[src/rtl/rv32i_mc_ctrl.sv]
// rv32i_mc_ctrl -- multi-cycle control sequencer for the RV32I core.
//
// Each instruction is stepped through FETCH -> DECODE -> EXEC -> (MEM) -> (WB).
// The shared instruction/data memory port is driven through a req/ack
// handshake, and the datapath (PC, IR, register file, IMMGEN, ALU, branch
// comparator) is steered through the strobes and mux selects below.
//
// Optional feature: define RV32I_CTRL_ILLEGAL_TRAP_EN to trap unlisted
// opcodes into an absorbing TRAP state that raises `illegal`. Without it,
// unlisted opcodes retire as a NOP and `illegal` is tied low.
//
// Ports:
//   clk        in   rising-edge clock
//   rst_n      in   synchronous active-low reset
//   instr      in   IR contents, valid from DECODE until retirement
//   br_taken   in   branch comparator result, sampled in EXEC
//   mem_ack    in   memory completes the current request this cycle
//   mem_req    out  memory request, held until mem_ack
//   mem_we     out  store request (MEM state, STORE only)
//   mem_fetch  out  request is an instruction fetch
//   ir_we      out  load IR from memory read data
//   pc_we      out  update PC
//   pc_sel     out  0 = PC+4, 1 = PC+imm, 2 = (rs1+imm)&~1
//   immsel     out  0 = U, 1 = J, 2 = I, 3 = B, 4 = S, 5 = zero
//   alu_a_sel  out  0 = rs1, 1 = PC
//   alu_b_sel  out  0 = rs2, 1 = imm
//   rf_we      out  register-file write
//   wb_sel     out  0 = ALU, 1 = memory data, 2 = PC+4, 3 = imm
//   illegal    out  illegal-opcode flag
//   state      out  current state (debug)
//   instret    out  retired-instruction counter (wraps)

module rv32i_mc_ctrl (
  input  logic        clk,
  input  logic        rst_n,
  input  logic [31:0] instr,
  input  logic        br_taken,
  input  logic        mem_ack,
  output logic        mem_req,
  output logic        mem_we,
  output logic        mem_fetch,
  output logic        ir_we,
  output logic        pc_we,
  output logic [1:0]  pc_sel,
  output logic [2:0]  immsel,
  output logic        alu_a_sel,
  output logic        alu_b_sel,
  output logic        rf_we,
  output logic [1:0]  wb_sel,
  output logic        illegal,
  output logic [2:0]  state,
  output logic [31:0] instret
);

  typedef enum logic [2:0] {
    S_FETCH  = 3'd0,
    S_DECODE = 3'd1,
    S_EXEC   = 3'd2,
    S_MEM    = 3'd3,
    S_WB     = 3'd4,
    S_TRAP   = 3'd5
  } state_e;

  localparam logic [6:0] OPC_LUI    = 7'b0110111;
  localparam logic [6:0] OPC_AUIPC  = 7'b0010111;
  localparam logic [6:0] OPC_JAL    = 7'b1101111;
  localparam logic [6:0] OPC_JALR   = 7'b1100111;
  localparam logic [6:0] OPC_BRANCH = 7'b1100011;
  localparam logic [6:0] OPC_LOAD   = 7'b0000011;
  localparam logic [6:0] OPC_STORE  = 7'b0100011;
  localparam logic [6:0] OPC_OPIMM  = 7'b0010011;
  localparam logic [6:0] OPC_OP     = 7'b0110011;
`ifdef RV32I_CTRL_ILLEGAL_TRAP_EN
  localparam logic [6:0] OPC_FENCE  = 7'b0001111;
  localparam logic [6:0] OPC_SYSTEM = 7'b1110011;
`endif

  state_e      state_q, state_d;
  logic        run_q;
  logic [31:0] instret_q;
  logic        retire;

  logic [6:0]  opc;
  logic        is_lui, is_auipc, is_jal, is_jalr, is_branch;
  logic        is_load, is_store, is_opimm, is_op, is_wb_path;
  logic [2:0]  dec_immsel;
  logic        dec_a, dec_b;
  logic [1:0]  dec_wb;

  // Only the opcode field steers the sequencer; the rest of the IR feeds
  // the datapath directly.
  logic        unused_instr;
  assign unused_instr = ^instr[31:7];

  assign opc        = instr[6:0];
  assign is_lui     = (opc == OPC_LUI);
  assign is_auipc   = (opc == OPC_AUIPC);
  assign is_jal     = (opc == OPC_JAL);
  assign is_jalr    = (opc == OPC_JALR);
  assign is_branch  = (opc == OPC_BRANCH);
  assign is_load    = (opc == OPC_LOAD);
  assign is_store   = (opc == OPC_STORE);
  assign is_opimm   = (opc == OPC_OPIMM);
  assign is_op      = (opc == OPC_OP);
  assign is_wb_path = is_lui | is_auipc | is_jal | is_jalr | is_opimm | is_op;

  // Decoded selects. FENCE, SYSTEM and anything unlisted fall into the
  // default row: zero immediate, a = rs1, b = imm, ALU writeback.
  always_comb begin
    dec_immsel = 3'd5;
    dec_a      = 1'b0;
    dec_b      = 1'b1;
    dec_wb     = 2'd0;
    case (opc)
      OPC_LUI:    begin dec_immsel = 3'd0; dec_wb = 2'd3; end
      OPC_AUIPC:  begin dec_immsel = 3'd0; dec_a  = 1'b1; end
      OPC_JAL:    begin dec_immsel = 3'd1; dec_a  = 1'b1; dec_wb = 2'd2; end
      OPC_JALR:   begin dec_immsel = 3'd2; dec_wb = 2'd2; end
      OPC_BRANCH: begin dec_immsel = 3'd3; dec_a  = 1'b1; end
      OPC_LOAD:   begin dec_immsel = 3'd2; dec_wb = 2'd1; end
      OPC_STORE:  begin dec_immsel = 3'd4; end
      OPC_OPIMM:  begin dec_immsel = 3'd2; end
      OPC_OP:     begin dec_b      = 1'b0; end
      default:    ;
    endcase
  end

`ifdef RV32I_CTRL_ILLEGAL_TRAP_EN
  logic is_legal;
  logic illegal_q;
  logic set_illegal;
  assign is_legal = is_wb_path | is_branch | is_load | is_store |
                    (opc == OPC_FENCE) | (opc == OPC_SYSTEM);
`endif

  always_comb begin
    state_d   = state_q;
    mem_req   = 1'b0;
    mem_we    = 1'b0;
    mem_fetch = 1'b0;
    ir_we     = 1'b0;
    pc_we     = 1'b0;
    pc_sel    = 2'd0;
    immsel    = 3'd5;
    alu_a_sel = 1'b0;
    alu_b_sel = 1'b0;
    wb_sel    = 2'd0;
    rf_we     = 1'b0;
    retire    = 1'b0;
`ifdef RV32I_CTRL_ILLEGAL_TRAP_EN
    set_illegal = 1'b0;
`endif

    // Decoded selects are live from DECODE until the instruction retires;
    // the IR is stable over that whole window.
    if (state_q inside {S_DECODE, S_EXEC, S_MEM, S_WB}) begin
      immsel    = dec_immsel;
      alu_a_sel = dec_a;
      alu_b_sel = dec_b;
      wb_sel    = dec_wb;
    end

    case (state_q)
      S_FETCH: begin
        // run_q keeps the port idle for the first cycle after reset, so a
        // reset always drops mem_req on the following cycle.
        if (run_q) begin
          mem_req   = 1'b1;
          mem_fetch = 1'b1;
          if (mem_ack) begin
            ir_we   = 1'b1;
            state_d = S_DECODE;
          end
        end
      end
      S_DECODE: begin
`ifdef RV32I_CTRL_ILLEGAL_TRAP_EN
        if (!is_legal) begin
          set_illegal = 1'b1;
          state_d     = S_TRAP;
        end else begin
          state_d = S_EXEC;
        end
`else
        state_d = S_EXEC;
`endif
      end
      S_EXEC: begin
        if (is_branch) begin
          pc_we   = 1'b1;
          pc_sel  = br_taken ? 2'd1 : 2'd0;
          retire  = 1'b1;
          state_d = S_FETCH;
        end else if (is_load || is_store) begin
          state_d = S_MEM;
        end else if (is_wb_path) begin
          state_d = S_WB;
        end else begin
          // FENCE, SYSTEM and (without the trap) unlisted opcodes.
          pc_we   = 1'b1;
          retire  = 1'b1;
          state_d = S_FETCH;
        end
      end
      S_MEM: begin
        mem_req = 1'b1;
        mem_we  = is_store;
        if (mem_ack) begin
          if (is_store) begin
            pc_we   = 1'b1;
            retire  = 1'b1;
            state_d = S_FETCH;
          end else begin
            state_d = S_WB;
          end
        end
      end
      S_WB: begin
        rf_we   = 1'b1;
        pc_we   = 1'b1;
        pc_sel  = is_jal ? 2'd1 : (is_jalr ? 2'd2 : 2'd0);
        retire  = 1'b1;
        state_d = S_FETCH;
      end
      S_TRAP: begin
        state_d = S_TRAP;
      end
      default: begin
        state_d = S_FETCH;
      end
    endcase
  end

  always_ff @(posedge clk) begin
    if (!rst_n) begin
      state_q   <= S_FETCH;
      run_q     <= 1'b0;
      instret_q <= 32'd0;
    end else begin
      state_q <= state_d;
      run_q   <= 1'b1;
      if (retire) begin
        instret_q <= instret_q + 32'd1;
      end
    end
  end

`ifdef RV32I_CTRL_ILLEGAL_TRAP_EN
  always_ff @(posedge clk) begin
    if (!rst_n) begin
      illegal_q <= 1'b0;
    end else if (set_illegal) begin
      illegal_q <= 1'b1;
    end
  end
  assign illegal = illegal_q;
`else
  assign illegal = 1'b0;
`endif

  assign state   = state_q;
  assign instret = instret_q;

endmodule

[config.mk]
export PLATFORM = sky130hd
export DESIGN_NAME = rv32i_mc_ctrl
export DESIGN_NICKNAME = d
export VERILOG_FILES = /design/src/rtl/rv32i_mc_ctrl.sv
export SDC_FILE = /design/constraint.sdc
export NUM_CORES = 1
export LEC_CHECK = 0
export ABC_AREA = 1
export CAP_MARGIN = 20
export CORE_UTILIZATION = 51
export DETAILED_ROUTE_END_ITERATION = 6
export PLACE_DENSITY_LB_ADDON = 0.08
export SETUP_SLACK_MARGIN = 0.2
export SLEW_MARGIN = 30
export SYNTH_ARGS = -nofsm -noshare
export SYNTH_HDL_FRONTEND = slang
export SYNTH_SLANG_ARGS = --single-unit
[constraint.sdc]
create_clock -name clk -period 4 [get_ports clk]
set_input_delay 0.8 -clock clk [delete_from_list [all_inputs] [get_ports clk]]
set_output_delay 0.8 -clock clk [all_outputs]
set_load 0.03 [all_outputs]
== Yosys cells after proc, flatten, opt, wreduce, memory -nomap -nowiden ==
Cells that the tools add are included.
Widths: inputs -> output; s select.

* Word-level logic and storage cells: 70
* Register bits: 36
* Input port bits: 36

* Muxes and demuxes: 36
* Equality and inequality tests: 17
* Reduce and logical (&&, ||, !) cells: 8
* Add/subtract/negate cells: 1
* Bitwise operators: 5

{| class="wikitable"
|+ Operators by type and width
! cell !! number
|-
| $add 32x1->32 const B || 1
|-
| $pmux 3 s5 || 2
|-
| $mux 3 || 8
|-
| $eq 7x6->1 const B || 3
|-
| $eq 7x7->1 const B || 3
|-
| $mux 1 || 19
|-
| $eq 7x5->1 const B || 2
|-
| $eq 7x2->1 const B || 1
|-
| $eq 3x2->1 const B || 2
|-
| $eq 3x3->1 const B || 2
|-
| $mux 2 || 3
|-
| $ne 2x2->1 const B || 3
|-
| $pmux 2 s3 || 1
|-
| $reduce_or 3->1 || 2
|-
| $or 1x1->1 || 5
|-
| $pmux 2 s2 || 1
|-
| $reduce_bool 4->1 || 1
|-
| $reduce_or 2->1 || 2
|-
| $eq 3x1->1 const B || 1
|-
| $logic_not 3->1 || 1
|-
| $pmux 1 s3 || 1
|-
| $reduce_and 3->1 || 1
|-
| $pmux 1 s2 || 1
|-
| $logic_or 1x1->1 || 1
|}

== Depth between registers and ports, before layout ==
* Depth in word-level cells: 10
* Depth in mapped cells: 11
* Depth with buffers taken out: 10

== Least setup slack after synthesis ==
OpenSTA, ideal clock, no wires.

* Path type: in2out
* Start: input port instr[1]
* End: output port immsel[2]
* Arrival: 1.892 ns
* Path buffers: 0
* Cell stages on the path: 7
* Path slack: 1.308 ns
* Cell sequence: nand2_2 inv_1 nand2_2 inv_1 a21boi_0 nand2_1 o211ai_1

* Cells in the longest elaborated chain, start to end: 4
* Elaborated cells on any way between the ends: 12
* Those cells by class: eq/ne: 8; mux: 2; reduce/logical: 2

{| class="wikitable"
|+ Ends and longest elaborated chain
! element !! line !! source
|-
| from (decl) || 36 || <nowiki>input logic [31:0] instr,</nowiki>
|-
| $eq 7x7->1, or another cell as far along || 114 || <nowiki>case (opc)</nowiki>
|-
| $reduce_or 3->1 (no line) or $reduce_or 2->1 (tied branches) || n/a ||
|-
| $pmux 3 s5 * || 114 ||
|-
| $mux 3 * || 156 || <nowiki>if (state_q inside {S_DECODE, S_EXEC, S_MEM, S_WB}) begin</nowiki>
|-
| to (decl) || 45 || <nowiki>output logic [2:0] immsel,</nowiki>
|}

Mark *: on every way between the ends. The rest lies on a longest branch, timed or not.

== Final worst setup path ==
* Start: input port instr[3]
* End: output port immsel[2]

Same word-level chain as after synthesis.

==> metrics.md <==
| Metric | Value |
|---|---|
| Crit. End Element | primary output |
| Worst vdd ir | 0.1820 mV |
| Final min period | roughly 3.6 ns |
| Highest-count cells in the layout ignoring fill and taps | nand2_1, nor2_1, clkdlybuf4s50_1 |
| Startpoint Class | input port |
| GPL Wtd Cong | ~0.91 |
| # DRC | 0 |
| Syn_nets | 467 |
| Post-detail-place hpwl | 5.298 mm |
| Die Area | 5877 sq um |
| Flops & latches, synth | 36 |
| Slowest stage cell, crit path | clkdlybuf4s50_1 |
| Commonest non-fill, non-tap cell in the layout | nand2_1 |
| Antenna violations before repair | 0 |
| Max clock buf depth | 2 |
| ANT nets after route | 0 |
| Period Utilization, post-route | 0.8981 |
| Antenna Cells | 0 |
| Total track usage | 0.2528 |
| First-pass GRT wire length | 12.05 mm |
| Final Hold Vio Count | 0 |
| Slew HR | 0.6531 |
| Total CTS buffers | 5 |
| CTS tree | done |
| Crit path max-delay family | buffers and inverters |
| Synth warn | 0 |
| Worst path bufs/invs | 3 |
| Setup CP Type | in2out |
| Largest net degree at the start of global routing | 33 |
| Cells after Synth | 430 |
| Slew Viols, Final | 0 |
| Reg clk slew, reported paths | 0.08 ns |
| PD cells | 234.4 nW/um^2 |
| Mapped Area | 2843 sq um |
| Most used DFF post-synth | dfxtp_1 |
| Starting Density | 0.5428 |
| Max-cap violations | 0 |
| Starting DRT DRC Count | 143 |
| Setup Viol. Count Final | 0 |
| Worst-Skew Late Latency | 0.30 ns |
| Post-DR wirelength/cell | 12.70 um |
| Global route overflow | 0 |
| Dpl cells | 551 |
| Layout area overhead | 24.56% |
| Synth cell types | 36 |
| Vias in the first global route | about 2600 |
| CP max FO | 4 |
| Root Driver | clkbuf_8 |
| Worst EP required | 3.20 ns |
| Post-synth EDFFs | 0 |
| Post-layout nets | 525 |
| # Post-CTS Setup Buffers | 0 |
| Die Ht | roughly 77 um |
| # H-tree levels | 2 |
| Top Ports | 87 |
| Layout fillers | 494 |
| Final setup TNS | 0 ns |
| Die W | 76.66 um |
| Crit path DAT | about 2.8 ns |
| Routed WL | 7.100 mm |
| RSZ-0062 raised after global routing | false |
| P_leak | between 1 and 1.5 nW |
| Crit path cell chain | clkdlybuf4s50_1 > inv_2 > nand2_2 > nor2_2 > nand2_4 > a21boi_0 > nand2_1 > o211ai_1 > clkdlybuf4s50_1 |
| Max stage delay on crit path | 0.69 ns |
| Share of cells above drive strength 1 | 0.2045 |
| FFs w/ async S/R, synth | 0 |
| Fmax | 278.4 MHz |
| Final cell count without fillers | between 500 and 600 |
| Clk sinks | 36 |
| Post-CTS Resized | 0 |
| Layout Skew | 0.008222 ns |
| CTS Hold Bufs | 0 |
| Vias per cell | 5.107 |
| Port buffer count | 60 |
| Syn_area_per_cell | 6.611 sq um |
| DRT Pass-1 Iters | 4 |
| Via Count | approximately 2900 |
| Outcome | finished, final reports clean |
| Core ar. | approximately 5200 sq um |
| Worst slew pin tran | approximately 0.52 ns |
| Crit-path most repeated cell | clkdlybuf4s50_1 |
| Hold Crit Class | reg2reg |
| Core Rows | 26 |
| Seq/Total Area, Yosys | 0.2535 |
| Final core utilization | 0.6761 |
| Hold Slack | 0.5340 ns |
[cell families (layout without fill, tap and decap cells)]
logic type | after synthesis | in the layout | share of synthesized area
simple gates | 285 | 285 | 0.4811
compound gates | 47 | 47 | 0.1263
buf+inv | 45 | 104 | 0.08715
flops | 36 | 36 | 0.2535
xor+xnor | 15 | 15 | 0.04621
fa+ha+maj | 1 | 1 | 0.004401
other cells | 1 | 1 | 0.001319
[layout make-up]
class / instances / area, sq um / share of cell area
clock buffers: 6 / 72.57 / 0.02049
clock inverters: 2 / 35.03 / 0.009894
inverters: 32 / 120.1 / 0.03392
multi-input cells: 349 / 1874 / 0.5293
flip-flops and latches: 36 / 720.7 / 0.2035
well taps: 70 / 87.58 / 0.02473
repair buffers: 64 / 630.6 / 0.1781
[power by group]
part           internal (W)  total (W)  switching [W]
sequential         0.000362   0.000367     0.00000494
clock              0.000185   0.000326       0.000141
combinational     0.0000470   0.000137      0.0000902
total              0.000594   0.000830       0.000236
[routing by layer]
| layer | up-vias | wire [um] | part of all wire | GRT usage |
|---|---|---|---|---|
| li1 | 1483 | - | - | - |
| met1 | 1300 | 3434 | 0.48 | 0.3377 |
| met2 | 63 | 3283 | 0.46 | 0.4098 |
| met3 | 9 | 293 | 0.041 | 0.04048 |
| met4 | 0 | 88 | 0.012 | 0.08846 |
| met5 | - | 0 | 0 | 0 |
[cells in the mapped netlist, types with 2 or more instances]
cell | number | share of area
xor2_1 | 11 | 0.034
nand2_2 | 38 | 0.084
dfxtp_1 | 36 | 0.25
buf_12 | 3 | 0.021
nor2_4 | 3 | 0.012
o21ai_0 | 6 | 0.011
a21oi_1 | 5 | 0.0088
xnor2_1 | 4 | 0.012
nand3_2 | 2 | 0.0070
a21oi_2 | 29 | 0.089
nor2_2 | 9 | 0.020
nand3b_1 | 14 | 0.037
nor2_1 | 60 | 0.079
nand3_1 | 37 | 0.065
o211ai_1 | 2 | 0.0053
clkbuf_1 | 3 | 0.0040
nor3_1 | 3 | 0.0053
buf_2 | 3 | 0.0053
nand2_1 | 114 | 0.15
buf_6 | 3 | 0.012
inv_1 | 26 | 0.034
inv_2 | 5 | 0.0066
[worst register-to-register path, cell delays in order, from the launching register on]
cell and delay, ns:
dfxtp_1 0.49, ha_1 0.33, nand3_2 0.22, nor2_2 0.24, inv_1 0.08, nor2_2 0.20, nand2_1 0.10, nand2_1 0.06
nand2_1 0.05, nand2_2 0.06, a21oi_2 0.05
[worst paths after layout]
path	from	end	slack (ns)	cells past startpoint
max	instr[3]	immsel[2]	0.41	9
min	instret[31]	instret[31]	0.53	2
max reg2reg	instret[0]	instret[30]	2.00	10
min reg2reg	instret[31]	instret[31]	0.53	2
[registers in the layout (all words and copies together), names as in the netlist]
signal / cells
state: 3
instret: 32
run_q: 1
[through the flow]
stage	instance area, sq um	total power (W)	setup slack [ns]
after detailed placement	3433	0.0005130	0.4095
after floorplan	2843	0.0004791	1.308
after CTS	3541	0.0008348	0.4040
after global routing	3541	0.0008581	0.2103
after global placement	3433	0.0005110	0.4285
final	3541	0.0008300	0.4078
Note: power is estimated with default switching activity, not from simulation.
